==> config.mk <==
export PLATFORM = sky130hd
export DESIGN_NAME = rr_arbiter_4to1_65b
export DESIGN_NICKNAME = d
export VERILOG_FILES = /design/src/rtl/rr_arbiter_4to1_65b.sv
export SDC_FILE = /design/constraint.sdc
export NUM_CORES = 1
export LEC_CHECK = 0
export ABC_AREA = 1
export CAP_MARGIN = 15
export CORE_AREA = 2 2 131 133
export CTS_BUF_LIST = sky130_fd_sc_hd__clkbuf_8 sky130_fd_sc_hd__clkbuf_16
export CTS_CLUSTER_DIAMETER = 150
export DETAILED_ROUTE_END_ITERATION = 7
export DIE_AREA = 0 0 133 135
export PLACE_DENSITY = 0.73
export SLEW_MARGIN = 20
export SYNTH_ARGS = -nofsm -noshare
export SYNTH_HDL_FRONTEND = slang
export SYNTH_SLANG_ARGS = --single-unit
==> constraint.sdc <==
create_clock -name clk -period 8.75 [get_ports clk]
set_input_delay 2.625 -clock clk [delete_from_list [all_inputs] [get_ports clk]]
set_output_delay 2.625 -clock clk [all_outputs]
set_load 0.01 [all_outputs]
==> src/rtl/rr_arbiter_4to1_65b.sv <==
// rr_arbiter_4to1_65b
//
// Four-channel round-robin arbiter feeding a one-entry registered output
// stage. Chooses which of four WIDTH-bit sources goes next, reports its index
// in the same 0..3 encoding as the downstream 4:1 select mux, and holds the
// selected word behind a valid/ready handshake.
//
// Ports:
//   clk        single clock, all state updates on the rising edge
//   rst        synchronous, active-high reset
//   in_valid   bit i = channel i presents a word
//   in_data0-3 channel payloads
//   in_ready   one-hot or zero, bit i = channel i's word is taken this cycle
//   out_valid  out_data/out_src hold a word
//   out_data   registered payload
//   out_src    channel index out_data came from
//   out_ready  downstream accepts out_data this cycle
module rr_arbiter_4to1_65b #(
    parameter int WIDTH = 65
) (
    input  logic             clk,
    input  logic             rst,
    input  logic [3:0]       in_valid,
    input  logic [WIDTH-1:0] in_data0,
    input  logic [WIDTH-1:0] in_data1,
    input  logic [WIDTH-1:0] in_data2,
    input  logic [WIDTH-1:0] in_data3,
    output logic [3:0]       in_ready,
    output logic             out_valid,
    output logic [WIDTH-1:0] out_data,
    output logic [1:0]       out_src,
    input  logic             out_ready
);

    // Highest-priority channel for the next grant.
    logic [1:0]       ptr;
    logic             load;
    logic             any;
    logic             take;
    logic [1:0]       gnt;
    logic [WIDTH-1:0] gnt_data;

    assign load = !out_valid || out_ready;
    assign any  = |in_valid;
    // rst gates the handshake so no source sees its word taken during reset.
    assign take = load && any && !rst;

    // Scan ptr, ptr+1, ptr+2, ptr+3; the 2-bit sum wraps mod 4 on its own.
    always_comb begin
        logic       found;
        logic [1:0] idx;
        gnt   = ptr;
        found = 1'b0;
        for (int unsigned k = 0; k < 4; k++) begin
            idx = ptr + 2'(k);
            if (!found && in_valid[idx]) begin
                gnt   = idx;
                found = 1'b1;
            end
        end
    end

    always_comb begin
        gnt_data = in_data0;
        case (gnt)
            2'd0: gnt_data = in_data0;
            2'd1: gnt_data = in_data1;
            2'd2: gnt_data = in_data2;
            2'd3: gnt_data = in_data3;
            default: gnt_data = in_data0;
        endcase
    end

    always_comb begin
        in_ready = '0;
        if (take) begin
            in_ready[gnt] = 1'b1;
        end
    end

    always_ff @(posedge clk) begin
        if (rst) begin
            out_valid <= 1'b0;
            out_data  <= '0;
            out_src   <= '0;
            ptr       <= '0;
        end else if (take) begin
            out_valid <= 1'b1;
            out_data  <= gnt_data;
            out_src   <= gnt;
            ptr       <= gnt + 2'd1;
        end else if (out_ready) begin
            // Drain with nothing to refill: word leaves, payload and ptr kept.
            out_valid <= 1'b0;
        end
    end

endmodule

Word-level counts from Yosys, hierarchy flattened

Cells that the tools add are included.

Register bits: 70
Input bits: 267
Output and inout bits: 72
Word-level logic and storage cells: 52

$add $sub $neg: 4
Magnitude comparators: 6
Eq/ne operators: 3
Multiplexer cells: 20
Reduce and logical (&&, ||, !) cells: 15

Operators with widths:

| cell                                                                         | count |
|---|---|
| 65-bit case mux with 4 select lines                                          | 1 |
| 2-bit by 3-bit less-than comparator with 1-bit output, second input constant | 5 |
| 1-bit two-way mux                                                            | 10 |
| 1-bit binary-select mux with 2-bit select                                    | 4 |
| 1-bit logical AND                                                            | 6 |
| 2-bit two-way mux                                                            | 3 |
| 1-bit zero test                                                              | 5 |
| 2-bit by 1-bit adder with 2-bit output, second input constant                | 2 |
| 2-bit adder, second input constant                                           | 2 |
| 2-bit equality test, second input constant                                   | 2 |
| 4-bit two-way mux                                                            | 1 |
| 4-bit OR reduction                                                           | 1 |
| 1-bit demux with 2-bit select                                                | 1 |
| 2-bit by 1-bit equality test with 1-bit output, second input constant        | 1 |
| 2-bit by 1-bit >= comparator with 1-bit output, second input constant        | 1 |
| 2-bit zero test                                                              | 1 |
| 2-bit nonzero test                                                           | 1 |
| 1-bit logical OR                                                             | 1 |

Depth between registers and ports, before layout

Depth in word-level cells: 17
Depth in mapped cells: 19
Mapped depth without buffers: 16

Worst setup path before layout

OpenSTA, ideal clock, no wires.

Path type: in2out
From: input in_valid[3]
To: output in_ready[1]
Arrival time: 4139 ps
Required time: 6125 ps
Path slack: 1986 ps
Stages: 16
Cell sequence: inv_1 > nand2_1 > nand3_2 > nand2_2 > nor2_4 > nand2_1 > nand2_1 > nand2_1 > nand2_1 > nand2_2 > inv_1 > ha_1 > buf_2 > buf_2 > inv_1 > nor2_1

Cells in the longest elaborated chain, start to end: 17
Elaborated cells on any way between the ends: 29
Classes of those cells: order compare (2); mux (17); reduce/logical (10)

Ends and longest elaborated chain:

| element                                                                                                                                       | line | source |
|---|---|---|
| from (decl)                                                                                                                                   | 23   | `input logic [3:0] in_valid,` |
| 1-bit binary-select mux with 2-bit select                                                                                                     | 56   | `if (!found && in_valid[idx]) begin` |
| 1-bit two-way mux (implied by the code)                                                                                                       | 56   |  |
| 1-bit two-way mux                                                                                                                             | 56   |  |
| 1-bit zero test                                                                                                                               | 56   |  |
| 1-bit logical AND                                                                                                                             | 56   |  |
| 1-bit two-way mux                                                                                                                             | 56   |  |
| 1-bit zero test                                                                                                                               | 56   |  |
| 1-bit logical AND                                                                                                                             | 56   |  |
| (+2 left out)                                                                                                                                 | n/a  |  |
| 1-bit logical AND                                                                                                                             | 56   |  |
| 2-bit two-way mux (*)                                                                                                                         | 56   |  |
| via gnt[1]                                                                                                                                    | 40   | `logic [1:0] gnt;` |
| 2-bit by 3-bit less-than comparator with 1-bit output (implied by the code) or 2-bit by 1-bit >= comparator with 1-bit output (tied branches) | 77   | `in_ready[gnt] = 1'b1;` |
| 1-bit logical AND (implied by the code)                                                                                                       | 77   |  |
| 1-bit two-way mux (implied by the code)                                                                                                       | 77   |  |
| 1-bit demux with 2-bit select (*)                                                                                                             | 77   |  |
| 4-bit two-way mux (*)                                                                                                                         | 76   | `if (take) begin` |
| to (decl)                                                                                                                                     | 28   | `output logic [3:0] in_ready,` |

The timed path passes the listed nets; every way through them passes the cells marked *. The select of a mux whose other input is x is not followed.

Final worst setup path

Ends and elaborated chain as after synthesis.

==> results.md <==
* Status: completed
* GRT Total Usage at 20.1%
* Tightest Pin Transition at 0.805 ns
* Post-CTS setup buffer count at 0
* Critical path fanouts, max at 4
* Reg-to-reg critical path startpoint: ptr[0]$_SDFFE_PP0P_
* Post-synth top area share at 30.7%
* Worst Path Required at 6.12 ns
* Ys flop type: dfxtp_1
* FF+latch count, synth at 70
* Synth cell types at 22
* Crit Path Class: input pin to primary output
* I/O Pins at 339
* DRC at 0
* Overall power at 1.76 mW
* CP startpoint kind: input pin
* CTS H-tree depth at 3
* Peak supply drop at 0.235 mV
* Fill cell count at 1625
* Vias after detailed routing at 5785
* CP startpoint: in_valid[3]
* Layout cells sized above 1 at 11.4%
* FP Rows at 47
* Final Hold Violating Endpoints at 0
* Largest stage delay on the critical path at 0.53 ns
* Crit-path cells: clkdlybuf4s50_1 > inv_1 > nand2_1 > nand3_2 > nand2_2 > nor2_4 > nand2_1 > nand2_1 > nand2_1 > nand2_1 > nand2_2 > inv_1 > ha_2 > inv_1 > nor2_1 > clkdlybuf4s50_1
* Clock skew at 0.00833 ns
* Fin util at 50.7%
* Post-CTS resize count at 0
* Die Wd at 133 um
* Peak Freq at 0.133 GHz
* Initial DRC Count at 249
* Fin Setup TNS at 0 ns
* Delay-heaviest family, CP: buffers and inverters
* Sequential area share after synthesis at 30.7%
* Pin count of the biggest net entering global routing at 76
* DRT antenna net count at 0
* Fin. max-slew vios at 0
* Post-synth EDFFs at 0
* Max Cap Viol at 0
* 1st-pass router iterations at 4
* HPWL Detailed at 13.2 mm
* Design Area, Final at 8310 sq um
* Beginning of the worst hold path: out_data[35]$_SDFFE_PP0P_
* Synth top area cells: dfxtp_1 (31%), nand2_1 (25%), a311oi_1 (12%), a31o_2 (12%), nor2_1 (5.8%)
* Port Buffer Count at 338
* Global-route wire length before repair at 28.9 mm
* Post-Syn Instances at 685
* CTS Hold Buffers Added at 0
* CTS tree: yes
* Vias per cell at 4.79
* Starting Density at 27.8%
* Final WL at 18.6 mm
* Placed Area at 8010 sq um
* HP Class: flip-flop to flip-flop
* CP arrival at 4.91 ns
* Area Growth Syn to Fin at 82.2%
* Commonest non-fill, non-tap cell in the layout: clkdlybuf4s50_1
* Initial antenna violation count at 1
* Final Critical Period at 7.54 ns
* Core Region at 16400 sq um
* Sink Count at 70
* Slew Limit Headroom at 46.3%
* Final setup viols at 0
* DIE AREA at 18000 sq um
* Clk_lat worst skew at 0.33 ns
* Clock Path Buffers at 2
* Avg WL per Cell at 15.4 um
* Yosys Warn Count at 0
* Critical path's slowest cell: clkdlybuf4s50_1
* Syn Area/Cell at 6.66 sq um
* GRT overflow at 0
* CTS Buf Count at 9
* Static leakage at 2.99 nW
* Vias in the first global route at 5614
* Bufs and invs on worst path at 5
* Final period util at 86.2%
* Most Frequent Cell on Critical Path: nand2_1
* Syn Std Cell Area at 4560 sq um
* PwrDens at 211 nW/um^2
* Clock root cell: clkbuf_16
* RSZ-0062 raised after global routing: no
* Post-synth top area cell: dfxtp_1
* Hold slack at 0.486 ns
* Clk pin slew, worst setup/hold paths at 0.05 ns
* Crit path capture type: primary output
* Die Y at 135 um
* Final net count at 1254
* Placer's final routability congestion estimate at 0.815
* Most frequent cells in the layout: clkdlybuf4s50_1 (337), nand2_1 (302), nor2_1 (70), dfxtp_1 (70)
* Mapped Nets at 957
* Asr flop ratio synth at 0%
-- flip-flops by register name, summed over array words and instances (netlist names) --
signal / count
out_data: 65
out_src: 2
ptr: 2
out_valid: 1
-- kinds of logic (layout without fill, tap and decap cells) --
kind of cell               count (synthesis)  after routing  share of synthesized area (%)
and+or+nand+nor                          399            399                           34.8
AOI/OAI and AO/OA                        136            136                           25.7
buffers and inverters                     75            377                           7.43
DFF                                       70             70                           30.7
adders and majority gates                  5              5                           1.37
other                                      0              1                              0
-- cell type report --
class | instances | area (sq um) | share of cell area, %
repair buffers | 345 | 3430 | 41.3
multi-input cells | 540 | 2840 | 34.2
flip-flops and latches | 70 | 1400 | 16.9
well taps | 220 | 275 | 3.31
clock buffers | 11 | 253 | 3.04
inverters | 16 | 60.1 | 0.723
clock inverters | 5 | 48.8 | 0.587
diodes | 1 | 2.50 | 0.0301
-- synth_stat cells (all sizes together) (2+ instances only) --
library cell and count:
a21oi 4, a311oi 65, a31o 65, buf 33, clkbuf 26, dfxtp 70
ha 5, inv 16, nand2 313, nand3 12, nor2 73, o21ai 2
-- power by group --
| group | internal (mW) | switching, mW | total, mW |
|---|---|---|---|
| clock | 0.234 | 0.138 | 0.372 |
| combinational | 0.450 | 0.539 | 0.989 |
| sequential | 0.368 | 0.0280 | 0.396 |
| total | 1.05 | 0.705 | 1.76 |
-- layer usage --
metal	global-route usage (%)	share of wire [%]	wire, um
met3	5.41	8.2	1520
met1	23.4	41	7690
met5	0	0	0
met4	6.51	1.2	231
met2	36.1	49	9170
-- final timing paths --
check,to,slack [ns],depth (start not counted)
max,in_ready[1],1.21,16
min reg2reg,out_data[35]$_SDFFE_PP0P_,0.49,2
min,out_data[35]$_SDFFE_PP0P_,0.49,2
max reg2reg,out_data[24]$_SDFFE_PP0P_,5.10,16
-- tightest hold or removal path, stage by stage, from the launching register on --
cell	delay, ns
dfxtp_1	0.30
nor2_1	0.09
a311oi_1	0.04
-- metrics by stage --
step,cells,setup slack [ns]
3_5_place_dp,1191,1.21
3_3_place_gp,1191,1.24
6_report,1208,1.21
5_1_grt,1208,0.983
2_1_floorplan,685,1.99
4_1_cts,1207,1.21
Note: power is estimated with default switching activity, not from simulation.
